`config.mk`:
```
export PLATFORM = sky130hd
export DESIGN_NAME = otbn_pq_ntt_sched
export DESIGN_NICKNAME = d
export VERILOG_FILES = /design/src/rtl/otbn_pq_ntt_sched.sv
export SDC_FILE = /design/constraint.sdc
export NUM_CORES = 1
export LEC_CHECK = 0
export ABC_AREA = 1
export BUFFER_PORTS_ARGS = -buffer_cell sky130_fd_sc_hd__buf_2
export CORE_MARGIN = 5
export CORE_UTILIZATION = 47
export CTS_CLUSTER_DIAMETER = 40
export DETAILED_ROUTE_END_ITERATION = 6
export PLACE_DENSITY = 0.82
export SLEW_MARGIN = 30
export SYNTH_ARGS = -nofsm -noshare
export SYNTH_HDL_FRONTEND = slang
export SYNTH_SLANG_ARGS = --single-unit
```
`constraint.sdc`:
```
create_clock -name clk_i -period 4.15 [get_ports clk_i]
set_clock_uncertainty 0.05 [all_clocks]
set_input_delay 0.2075 -clock clk_i [delete_from_list [all_inputs] [get_ports clk_i]]
set_output_delay 0.2075 -clock clk_i [all_outputs]
set_load 0.02 [all_outputs]
```
`src/rtl/otbn_pq_ntt_sched.sv`:
```
// otbn_pq_ntt_sched: NTT butterfly loop-index scheduler (M, J2, J, Idx0/Idx1, Mode) for the OTBN PQ extension.
// Latency: every command (clr/start/ISPR write/step) is visible on the outputs one cycle later; pulses last one cycle.
// Backpressure: none, a command is accepted every cycle (priority clr > start > ISPR write > step).
// Ports: clk_i/rst_ni (async active-low); start_i + mode_i load stage 0 and enter RUN; step_i advances one
//   butterfly; clr_i aborts to IDLE; ispr_wr_* directly overwrite one field; m_o/j2_o/j_o/idx0_o/idx1_o are
//   the zero-extended indices; busy_o/done_o decode the FSM; twiddle_upd_o/stage_adv_o/err_o are pulses.
// Optional feature: define OTBN_PQ_NTT_SCHED_GS_EN to support Gentleman-Sande (inverse) mode.
module otbn_pq_ntt_sched #(
  parameter int unsigned LogN = 8
) (
  input  logic        clk_i,
  input  logic        rst_ni,
  input  logic        start_i,
  input  logic        mode_i,
  input  logic        step_i,
  input  logic        clr_i,
  input  logic        ispr_wr_en_i,
  input  logic [2:0]  ispr_wr_sel_i,
  input  logic [31:0] ispr_wr_data_i,
  output logic [31:0] m_o,
  output logic [31:0] j2_o,
  output logic [31:0] j_o,
  output logic [31:0] idx0_o,
  output logic [31:0] idx1_o,
  output logic        mode_o,
  output logic        busy_o,
  output logic        done_o,
  output logic        twiddle_upd_o,
  output logic        stage_adv_o,
  output logic        err_o
);

  localparam logic [LogN:0]   NVal  = {1'b1, {LogN{1'b0}}};
  localparam logic [LogN-1:0] HalfN = {1'b1, {(LogN-1){1'b0}}};
  localparam logic [LogN-1:0] MOne  = {{(LogN-1){1'b0}}, 1'b1};
  localparam logic [LogN:0]   J2Gs0 = {{(LogN-1){1'b0}}, 2'b10};

  localparam logic [2:0] SelM    = 3'd0;
  localparam logic [2:0] SelJ2   = 3'd1;
  localparam logic [2:0] SelJ    = 3'd2;
  localparam logic [2:0] SelIdx0 = 3'd3;
  localparam logic [2:0] SelMode = 3'd4;

  typedef enum logic [1:0] {StIdle, StRun, StDone} state_e;

  state_e          state_q;
  logic [LogN-1:0] m_q, j_q;
  logic [LogN:0]   j2_q, idx0_q;
  logic            twiddle_q, stage_q, err_q;
  logic            mode_q;
  logic            start_gs, start_err;

  // Mode register: only exists when GS support is compiled in.
`ifdef OTBN_PQ_NTT_SCHED_GS_EN
  always_ff @(posedge clk_i or negedge rst_ni) begin
    if (!rst_ni) begin
      mode_q <= 1'b0;
    end else if (clr_i) begin
      mode_q <= 1'b0;
    end else if (start_i) begin
      mode_q <= mode_i;
    end else if (ispr_wr_en_i && (ispr_wr_sel_i == SelMode)) begin
      mode_q <= ispr_wr_data_i[0];
    end
  end
  assign start_gs  = mode_i;
  assign start_err = 1'b0;
`else
  assign mode_q    = 1'b0;
  assign start_gs  = 1'b0;
  assign start_err = mode_i;
`endif

  // Next-step indices. Compare j+1 against m one bit wider so m = 0 or a
  // saturated j cannot wrap into a false "still inside the group".
  logic [LogN:0]   j_inc, idx0_step, j2_stage;
  logic [LogN-1:0] j_step, m_stage;
  logic            grp_end, stg_end, last_stage;

  assign j_inc     = {1'b0, j_q} + {{LogN{1'b0}}, 1'b1};
  assign grp_end   = ~(j_inc < {1'b0, m_q});
  assign j_step    = grp_end ? {LogN{1'b0}} : j_inc[LogN-1:0];
  assign idx0_step = idx0_q + {{LogN{1'b0}}, 1'b1} + (grp_end ? {1'b0, m_q} : {(LogN+1){1'b0}});
  assign stg_end   = (idx0_step == NVal);

`ifdef OTBN_PQ_NTT_SCHED_GS_EN
  // GS doubles the half-distance each stage; j2 = 4*m_old keeps j2 = 2*m_new.
  assign m_stage    = mode_q ? (m_q << 1) : (m_q >> 1);
  assign j2_stage   = mode_q ? {m_q[LogN-2:0], 2'b00} : {1'b0, m_q};
  assign last_stage = mode_q ? (m_q == HalfN) : (m_q == MOne);
`else
  assign m_stage    = m_q >> 1;
  assign j2_stage   = {1'b0, m_q};
  assign last_stage = (m_q == MOne);
`endif

  always_ff @(posedge clk_i or negedge rst_ni) begin
    if (!rst_ni) begin
      state_q   <= StIdle;
      m_q       <= '0;
      j2_q      <= '0;
      j_q       <= '0;
      idx0_q    <= '0;
      twiddle_q <= 1'b0;
      stage_q   <= 1'b0;
      err_q     <= 1'b0;
    end else begin
      twiddle_q <= 1'b0;
      stage_q   <= 1'b0;
      err_q     <= 1'b0;
      if (clr_i) begin
        state_q <= StIdle;
        m_q     <= '0;
        j2_q    <= '0;
        j_q     <= '0;
        idx0_q  <= '0;
      end else if (start_i) begin
        state_q <= StRun;
        m_q     <= start_gs ? MOne : HalfN;
        j2_q    <= start_gs ? J2Gs0 : NVal;
        j_q     <= '0;
        idx0_q  <= '0;
        err_q   <= start_err;
      end else if (ispr_wr_en_i) begin
        case (ispr_wr_sel_i)
          SelM:    m_q    <= ispr_wr_data_i[LogN-1:0];
          SelJ2:   j2_q   <= ispr_wr_data_i[LogN:0];
          SelJ:    j_q    <= ispr_wr_data_i[LogN-1:0];
          SelIdx0: idx0_q <= ispr_wr_data_i[LogN:0];
          default: ; // Mode lives in its own register; selects 5..7 are ignored
        endcase
      end else if (step_i) begin
        if (state_q != StRun) begin
          err_q <= 1'b1;
        end else begin
          j_q       <= j_step;
          twiddle_q <= grp_end;
          if (stg_end) begin
            idx0_q  <= '0;
            stage_q <= 1'b1;
            // The final stage keeps m/j2 so software can read where it ended.
            if (last_stage) begin
              state_q <= StDone;
            end else begin
              m_q  <= m_stage;
              j2_q <= j2_stage;
            end
          end else begin
            idx0_q <= idx0_step;
          end
        end
      end
    end
  end

  logic [LogN:0] idx1;
  assign idx1 = idx0_q + {1'b0, m_q};

  // Upper write-data bits are deliberately truncated.
  logic unused_wr_data;
  assign unused_wr_data = ^ispr_wr_data_i[31:LogN+1];

  assign m_o           = {{(32-LogN){1'b0}}, m_q};
  assign j_o           = {{(32-LogN){1'b0}}, j_q};
  assign j2_o          = {{(31-LogN){1'b0}}, j2_q};
  assign idx0_o        = {{(31-LogN){1'b0}}, idx0_q};
  assign idx1_o        = {{(31-LogN){1'b0}}, idx1};
  assign mode_o        = mode_q;
  assign busy_o        = (state_q == StRun);
  assign done_o        = (state_q == StDone);
  assign twiddle_upd_o = twiddle_q;
  assign stage_adv_o   = stage_q;
  assign err_o         = err_q;

endmodule

```
# [Word-level counts from Yosys, hierarchy flattened]
# Cells that the tools add are included.
[classes] n_addsub=4 n_mul=0 div=0 n_lt_le_gt_ge=1 eq_ne=16 shift=0 muxes=54 bitwise_logic=1 n_reduce_logical=11
[ops] op="9-bit 2-to-1 mux" n=15
[ops] op="8-bit 2-to-1 mux" n=16
[ops] op="9-bit by 8-bit adder with 9-bit output" n=2
[ops] op="1-bit 2-to-1 mux" n=16
[ops] op="4-bit by 3-bit != test with 1-bit output, second input constant" n=4
[ops] op="5-bit AND reduction" n=3
[ops] op="2-bit 2-to-1 mux" n=7
[ops] op="8-bit by 1-bit adder with 9-bit output, second input constant" n=1
[ops] op="9-bit by 1-bit adder with 9-bit output, second input constant" n=1
[ops] op="9-bit equality test, second input constant" n=1
[ops] op="9-bit by 8-bit less-than comparator with 1-bit output" n=1
[ops] op="3-bit nonzero test" n=3
[ops] op="8-bit by 1-bit equality test with 1-bit output, second input constant" n=1
[ops] op="4-bit != test, second input constant" n=2
[ops] op="4-bit nonzero test" n=2
[ops] op="3-bit by 2-bit equality test with 1-bit output, second input constant" n=2
[ops] op="3-bit != test, second input constant" n=2
[ops] op="3-bit AND reduction" n=2
[ops] op="3-bit by 1-bit equality test with 1-bit output, second input constant" n=1
[ops] op="3-bit zero test" n=1
[ops] op="2-bit by 1-bit equality test with 1-bit output, second input constant" n=1
[ops] op="2-bit equality test, second input constant" n=1
[ops] op="2-bit by 1-bit != test with 1-bit output, second input constant" n=1
[ops] op="1-bit inverter" n=1
[word_totals] ff_bits=39 latch_bits=0 ram_bits=0 rom_bits=0 input_bits=42 wordCells=95 n_memories=0

# [Longest topological paths before layout]
# Gate-level depths: netlist (run 1).
[depth] ltp_word=11 mapped_depth=28

# [Least setup slack after synthesis (run 1)]
# OpenSTA, ideal clock, no wires.
[synth_timing] path_kind="register -> register" start="register j_q[1]" end="register m_q[0]" setup_ns=0.118 arrival_time_ns=3.705 required_ns=3.982 slack_ns=0.278 stages_incl_launch_ff=28 n_path_buf=1 period_less_slack_ns=3.872 cell_sequence="dfrtp_1 ha_1 nand3_1 nor2_1 nand2_1 xor2_1 inv_1 ha_1 a21oi_1 o211ai_1 nor2_2 nand2_1 inv_1 nor2_1 ha_1 buf_6 a21oi_4 nand2_1 nand2_1 nand2_2 nor2_4 nand2_2 nor2_4 nand3_4 nand2_8 nand2_2 nand2_1 nand2_1"
[synth_via] elab_chain_cells=7
[synth_lines] item="start, declared" line_no="47" text="logic [LogN-1:0] m_q, j_q;"
[synth_lines] item="start signal, assigned" line_no="128" text="SelJ: j_q <= ispr_wr_data_i[LogN-1:0];"
[synth_lines] item="start signal, assigned" line_no="136" text="j_q <= j_step;"
[synth_lines] item="8-bit by 1-bit adder with 9-bit output" line_no="80" text="assign j_inc = {1'b0, j_q} + {{LogN{1'b0}}, 1'b1};"
[synth_lines] item="9-bit by 8-bit less-than comparator with 1-bit output" line_no="81" text="assign grp_end = ~(j_inc < {1'b0, m_q});"
[synth_lines] item="8-bit 2-to-1 mux" line_no="83" text="assign idx0_step = idx0_q + {{LogN{1'b0}}, 1'b1} + (grp_end ? {1'b0, m_q} : {(LogN+1){1'b0}});"
[synth_lines] item="9-bit by 8-bit adder with 9-bit output" line_no="83"
[synth_lines] item="9-bit equality test" line_no="84" text="assign stg_end = (idx0_step == NVal);"
[synth_lines] item="4-bit nonzero test (no line)"
[synth_lines] item="5-bit AND reduction (no line)"
[synth_lines] item="end signal, assigned" line_no="119" text="m_q <= start_gs ? MOne : HalfN;"
[synth_lines] item="end signal, assigned" line_no="126" text="SelM: m_q <= ispr_wr_data_i[LogN-1:0];"
[synth_lines] item="end signal, assigned" line_no="145" text="m_q <= m_stage;"
[synth_lines] item="end, declared" line_no="47"
# Every way passes these cells.
# A chain may end at the register's enable or synchronous reset.

# [Final worst setup path (run 1)]
[layout_timing] start="register j_q[1]" end="register m_q[2]"
# The elaborated chain is that of the path after synthesis.

==> flow_summary_export.csv, run 1 <==
group,metric,value,unit
sta,finalCritPeriodShare,93.45,%
cells_and_area,area_growth,4.845,%
floorplan,die_h,103.5,microns
setup_path,cp.required,4330,ps
pwr,p_clk_share,21.1,%
routing,postRouteAntennaNets,0,
pwr,peakVddDrop,0.0001761,V
min_path,hold_path.class,"input port to flip-flop",
clock_network,cts_buffer_depth,2,
global_routing,grt_pass1_vias,3085,
logic_synthesis,synth_warnings,0,
setup_path,crit_arrival,4060,ps
clock_network,root_buffer,"clkbuf_8",
clock_network,clk_latency,300,ps
clock_network,cts_tree,"built",
clock_network,cts_buffers,5,
setup_path,cpLargestDelayFamily,"simple AND/OR/NAND/NOR gates",
routing,drtIter0Drc,284,
floorplan,row_count,34,
floorplan,dieArea,10710,sq um
routing,vias_per_cell,4.644,
cells_and_area,post-route-util,49.86,%
pwr,seq_power_share,36.0,%
setup_path,crit_path_top_delay_cell,"fa_2",
placement,port-buffer-count,66,
placement,hpwl,7.530,mm
setup_path,startpoint_type,"flip-flop",
sta,finalSetupViolCount,0,
logic_synthesis,yosys_most_used_dff,"dfrtp_1",
sta,fin_crit,3878,ps
logic_synthesis,synth_edf_count,0,
routing,remaining_drc_errors,0,
pwr,switching_power,0.5349,mW
setup_path,critPathBufInv,2,
floorplan,core_area,8636,sq um
setup_path,cp-end-kind,"flip-flop",
clock_network,clkTransAtPathRegs,80,ps
sta,slew_violations,0,
cells_and_area,final_cell_mix,"nand2_1 (134), conb_1 (118), buf_2 (65)",
setup_path,cp_max_fo,10,
floorplan,ios,208,
cells_and_area,final_common_cell,"nand2_1",
global_routing,grt_max_degree,40,
logic_synthesis,syn-cell-area,4106,sq um
clock_network,cts_max_level,2,
global_routing,grt.overflow.total,0,
outcome,status,"finished clean",
run,maxCapViolCount,0,
clock_network,numClockSinks,39,
sta,worst_slack,271.7,ps
pwr,powerDensity,279.5,nW/um^2
global_routing,antenna_found_initial,0,
global_routing,grt_usage,16.82,%
pwr,leakage,2.568,nW
global_routing,grt_pass1_wl,14.41,mm
sta,worst_pin_slew,806.3,ps
sta,hold_violations,0,
cells_and_area,nNetsFinal,720,
floorplan,start_util,47.55,%
pwr,p_int,0.6683,mW
floorplan,die_w,103.5,microns
pwr,power.share.combinational,42.9,%
logic_synthesis,syn_inst,577,
cells_and_area,drive_above_1_share,18.38,%
placement,gp_congestion,0.8754,
logic_synthesis,synthArstFlopShare,100.0,%
logic_synthesis,synth-seq-cells,39,
logic_synthesis,seq_area_frac_synth,23.77,%
cells_and_area,antennaDiodeCount,0,
sta,fmaxAchievable,0.2578,GHz
cells_and_area,fill_cells,880,
routing,wl_per_cell,12.58,microns
sta,slew_headroom,46.00,%
logic_synthesis,synth.avg_cell_area,7.117,sq um
routing,drt_first_pass_iters,6,
routing,totalWireLength,9.576,mm
setup_path,worstSetupPathType,"flip-flop to flip-flop",
setup_path,slowest_delay,540,ps
routing,num_vias,3534,
pwr,switching_share,44.46,%
placement,place_ws,53.71,ps
setup_path,cp_common_cell,"nand2_1",
logic_synthesis,yosysUniqueCellTypes,42,
## tightest hold or removal path: cells and delay by family
kind	cells	cell delay (ps)
buffers and inverters	1	70
and+or+nand+nor	1	70
AOI/OAI and AO/OA	1	60
## through the flow
| step | instance area, sq um | hold slack, ps | std cells | setup TNS (ps) | power (mW) |
|---|---|---|---|---|---|
| 2_1_floorplan | 4546 | -138.1 | 694 | 0 | 0.8943 |
| 3_3_place_gp | 4119 | 320.3 | 747 | 0 | 0.9279 |
| 3_5_place_dp | 4119 | 334.3 | 747 | 0 | 0.9325 |
| 4_1_cts | 4200 | 10.17 | 755 | 0 | 1.184 |
| 5_1_grt | 4305 | 126.4 | 761 | -119.7 | 1.281 |
| 6_report | 4305 | 93.37 | 761 | 0 | 1.203 |
## power groups by stage
stage          Combinational (mW)  Clock [mW]  Sequential (mW)
6_report                    0.517       0.254            0.433
5_1_grt                     0.569       0.275            0.437
4_1_cts                     0.495       0.257            0.432
3_5_place_dp                0.493           0            0.439
3_3_place_gp                0.488           0            0.440
2_1_floorplan               0.430           0            0.464
## layout make-up
| class | instances | area (sq um) | area share [%] |
|---|---|---|---|
| Clock buffer | 7 | 76.32 | 1.773 |
| Inverter | 61 | 231.5 | 5.376 |
| Clock inverter | 1 | 5.005 | 0.1162 |
| Timing Repair Buffer | 77 | 430.4 | 9.997 |
| Sequential cell | 39 | 975.9 | 22.67 |
| Tap cell | 108 | 135.1 | 3.139 |
| Multi-Input combinational cell | 468 | 2451 | 56.93 |
## final timing paths
path                               endpoint  slack [ps]  cells past startpoint     from
worst min register to register      j2_q[7]         420                      2  j2_q[7]
min in group asynchronous       stage_adv_o         380                      2   rst_ni
worst max register to register       m_q[2]         270                     25   j_q[1]
max in group asynchronous            j_q[6]        3310                      2   rst_ni
worst min-delay path                  err_o          90                      3   mode_i
worst max-delay path                 m_q[2]         270                     25   j_q[1]
## state kept, by name, indices dropped and copies added (netlist names)
signal         flops
twiddle_upd_o      1
state_q            2
stage_adv_o        1
err_o              1
j_q                8
j2_q               9
m_q                8
idx0_q             9
## logic make-up (layout without fill, tap and decap cells)
logic type	count (synthesis)	count (layout)	share of synthesized area, %
compound gates	68	68	9.445
xor+xnor	12	12	2.743
fa+ha+maj	26	26	8.288
buf+inv	188	146	28.70
flops	39	39	23.77
other cells	1	118	0.09132
simple gates	243	244	26.96
## synth_stat cells (3+ instances only)
cell | number | area (sq um)
nand2_1 | 137 | 514.2
xor2_1 | 9 | 78.83
a21oi_1 | 28 | 140.1
o21ai_0 | 26 | 130.1
dfrtp_1 | 39 | 975.9
nor2_1 | 30 | 112.6
nand2_2 | 5 | 31.28
ha_1 | 24 | 300.3
inv_1 | 59 | 221.5
nand4_1 | 5 | 31.28
nand3_1 | 44 | 220.2
nor2_4 | 3 | 33.78
clkbuf_1 | 3 | 11.26
nor2_2 | 4 | 25.02
buf_4 | 119 | 893.4
nor3_1 | 7 | 35.03
## repair_timing
item | 4_1_cts | 5_1_grt
setup endpoints to repair | 0 | 21
resized for setup | 0 | 16
hold buffers | 0 | 1
endpoints found under the hold margin | 0 | 39
buffers inserted | 0 | 4
## routing by layer
metal / GRT usage [%] / up-vias / wire [microns]
met4: 3.586 / 0 / 66
met5: 0 / - / 0
met1: 22.81 / 1615 / 4114
li1: - / 1763 / -
met3: 3.152 / 8 / 660
met2: 27.99 / 148 / 4734
Power figures use the tool's default switching activity.
==> run 2: changes to the inputs <==
--- a/config.mk
+++ b/config.mk
@@ -7,6 +7,5 @@
 export LEC_CHECK = 0
-export ABC_AREA = 1
 export BUFFER_PORTS_ARGS = -buffer_cell sky130_fd_sc_hd__buf_2
 export CORE_MARGIN = 5
-export CORE_UTILIZATION = 47
+export CORE_UTILIZATION = 46
 export CTS_CLUSTER_DIAMETER = 40
@@ -14,2 +13,3 @@
 export PLACE_DENSITY = 0.82
+export SKIP_CTS_REPAIR_TIMING = 1
 export SLEW_MARGIN = 30
==> constraint.sdc (replaced) <==
create_clock -name clk_i -period 4.15 [get_ports clk_i]
set_clock_uncertainty 0.05 [all_clocks]
set_input_delay 0.415 -clock clk_i [delete_from_list [all_inputs] [get_ports clk_i]]
set_output_delay 0.415 -clock clk_i [all_outputs]
set_load 0.02 [all_outputs]
==> run 2 against run 1 <==
Global-route usage rose by 3.1 points. Core utilization grew 5.9 points. Via count increased by 2.1%. Sequential power is 6.9% lower. Fmax decreased by 13%. Synthesized cell count down 19%. Critical endpoint is now j2_q[3]. Wire length increased by 18%. The flow now finishes with violations (negative setup slack). Area after synthesis is 4.4% lower. First-iteration DRC count is 9.2% lower.
==> flow_summary_export.csv, run 2 <==
group,metric,value,unit
outcome,status,"finished, violations left",
outcome,violations,"negative setup slack",
logic_synthesis,synth_top_family_by_area,"buffers and inverters",
min_path,hold_path.class,"input port to async pin",
cells_and_area,area_growth,17.41,%
logic_synthesis,yosysMostFrequentCell,"buf_4",
sta,hold_ws,34.84,ps
sta,fmaxAchievable,0.2255,GHz
run,maxCapViolCount,0,
floorplan,dieArea,10480,sq um
logic_synthesis,ys_top_cells_by_count,"buf_4 (118), dfrtp_1 (39), nor2_1 (33)",
logic_synthesis,seq_area_frac_synth,24.86,%
setup_path,crit_start,"j_q[1]",
logic_synthesis,synth-compound-area-share,18.74,%
setup_path,reg2reg_to,"j2_q[3]",
pwr,powerDensity,221.7,nW/um^2
clock_network,numClockSinks,39,
routing,met1_length,4.267,mm
global_routing,grt_pass1_vias,3316,
logic_synthesis,synth-xor-area-share,3.793,%
placement,hpwl,8.729,mm
pwr,switching_power,0.4139,mW
routing,postRouteAntennaNets,0,
sta,fin_crit,4435,ps
global_routing,grt_max_degree,40,
routing,vias_per_cell,5.292,
clock_network,clk_latency,300,ps
routing,drt_first_pass_iters,4,
pwr,seq_power_share,39.5,%
global_routing,grt_usage,19.96,%
logic_synthesis,yosys_most_used_dff,"dfrtp_1",
floorplan,core_area,8258,sq um
cells_and_area,final_cell_mix,"conb_1 (118), buf_2 (65), buf_4 (48)",
logic_synthesis,synth.avg_cell_area,8.423,sq um
routing,remaining_drc_errors,0,
logic_synthesis,synth_top_cell_by_area,"dfrtp_1",
sta,slew_violations,0,
sta,worst_pin_slew,773.8,ps
setup_path,cp_max_fo,7,
routing,totalWireLength,11.28,mm
setup_path,worstSetupPathType,"flip-flop to flip-flop",
cells_and_area,nNetsFinal,644,
floorplan,row_count,33,
sta,slew_headroom,48.22,%
logic_synthesis,synth.area.top_cells,"dfrtp_1 (25%), buf_4 (23%), ha_1 (7.7%)",
floorplan,die_w,102.4,microns
routing,wl_per_cell,16.54,microns
floorplan,ios,208,
logic_synthesis,synth_warnings,0,
sta,hold_violations,0,
global_routing,grt_pass1_wl,16.51,mm
logic_synthesis,synth_edf_count,0,
pwr,p_int,0.6078,mW
cells_and_area,reg_top3,"idx0_q: 9 flops, j2_q: 9 flops",
pwr,p_total,1.022,mW
setup_path,cp-end-kind,"flip-flop",
routing,met3_length,1.110,mm
logic_synthesis,syn-cell-area,3925,sq um
pwr,p_clk_share,26.0,%
clock_network,cts_buffers,5,
clock_network,clkTransAtPathRegs,80,ps
clock_network,cts_buffer_depth,2,
setup_path,rr_worst_depth,17,
logic_synthesis,synthAdderAreaFrac,8.671,%
cells_and_area,antennaDiodeCount,0,
routing,wl_met2,5.617,mm
clock_network,cts_max_level,2,
sta,finalCritPeriodShare,106.9,%
setup_path,r2r_start,"j_q[1]",
logic_synthesis,yosysTopAreaCellShare,24.86,%
logic_synthesis,synthArstFlopShare,100.0,%
pwr,switching_share,40.51,%
pwr,leakage,2.513,nW
logic_synthesis,synth-simple-area-share,15.43,%
pwr,peakVddDrop,0.0001784,V
clock_network,cts_tree,"built",
routing,num_vias,3609,
pwr,power.share.combinational,34.5,%
clock_network,root_buffer,"clkbuf_8",
logic_synthesis,synthMuxAreaShare,2.040,%
floorplan,start_util,47.53,%
cells_and_area,drive_above_1_share,29.46,%
sta,finalSetupViolCount,19,
global_routing,antenna_found_initial,0,
sta,rsz0062_at_grt,"yes",
logic_synthesis,syn_inst,466,
routing,highest_layer,"met4",
setup_path,crit_arrival,4570,ps
routing,drtIter0Drc,258,
setup_path,cp.required,4280,ps
cells_and_area,final_common_cell,"conb_1",
logic_synthesis,yosysUniqueCellTypes,59,
floorplan,die_h,102.4,microns
logic_synthesis,synth-seq-cells,39,
placement,port-buffer-count,66,
global_routing,grt.overflow.total,0,
setup_path,r2r_slack,-280,ps
placement,gp_congestion,0.9339,
setup_path,startpoint_type,"flip-flop",
sta,worst_slack,-284.9,ps
placement,place_ws,-289.5,ps
==> run 2: cell count changes in the layout (fill, tap and decap cells not counted), sizes merged, moves of 6 or more <==
cell	change
nand2	-126
and2	+12
mux2i	+8
and3	+6
inv	-35
o21ai	-7
nand3	-36
a21o	+6
a31oi	+7
a221o	+9
buf	+39
a21oi	-9
==> run 2: cells by family (layout without fill, tap and decap cells) <==
logic type | count (synthesis) | in the layout
compound gates | 103 | 103
xor+xnor | 17 | 17
fa+ha+maj | 26 | 26
buf+inv | 155 | 149
flops | 39 | 39
mux | 8 | 8
other cells | 1 | 118
simple gates | 117 | 117
==> run 2: how the worst max path moves through the flow <==
stage | endpoint | slack (ps)
CTS | j2_q[3] | -330
global placement | j2_q[3] | -180
detailed placement | j2_q[3] | -290
floorplan | j2_q[1] | -210
global route | m_q[5] | -390
finish | j2_q[3] | -280
==> run 2: critical path, stage by stage (launching register included) <==
cell	delay (ps)
dfrtp_2	440
ha_4	170
and3_4	180
and3_4	190
xnor2_2	120
ha_1	320
a21o_1	210
a21oi_4	180
and3_4	280
nor2_2	50
ha_1	340
and2_4	170
or3_1	300
o311a_1	410
nor3_2	120
and4b_4	360
o31ai_4	90
a221o_1	350
==> run 2: area by class of cell <==
class                           instances  area (sq um)
Fill cell                             734          3650
Sequential cell                        39         979.7
Clock buffer                            5         68.82
Timing Repair Buffer                  115         708.2
Inverter                               26         97.59
Tap cell                              105         131.4
Multi-Input combinational cell        389          2603
Clock inverter                          3         20.02
==> run 2: power by group through the flow <==
stage                     combinational, mW  sequential, mW  clock [mW]
after floorplan                       0.305           0.423           0
after global placement                0.317           0.409           0
after detailed placement              0.325           0.410           0
after CTS                             0.326           0.402       0.269
after global routing                  0.380           0.405       0.286
final                                 0.353           0.403       0.265
==> run 2: through the flow <==
stage	setup TNS [ps]	utilization, %	cells	cell area [sq um]
after floorplan	-1238	-	583	4451
after global placement	-1994	51.74	666	4273
after detailed placement	-3740	51.74	666	4273
after CTS	-4338	52.82	674	4362
after global routing	-6162	55.80	682	4608
final	-4164	55.80	682	4608
==> run 2: metal layers <==
| metal | up-vias | global-route usage [%] |
|---|---|---|
| li1 | 1616 | - |
| met1 | 1722 | 25.42 |
| met2 | 244 | 32.63 |
| met3 | 27 | 4.915 |
| met4 | 0 | 7.669 |
| met5 | - | 0 |
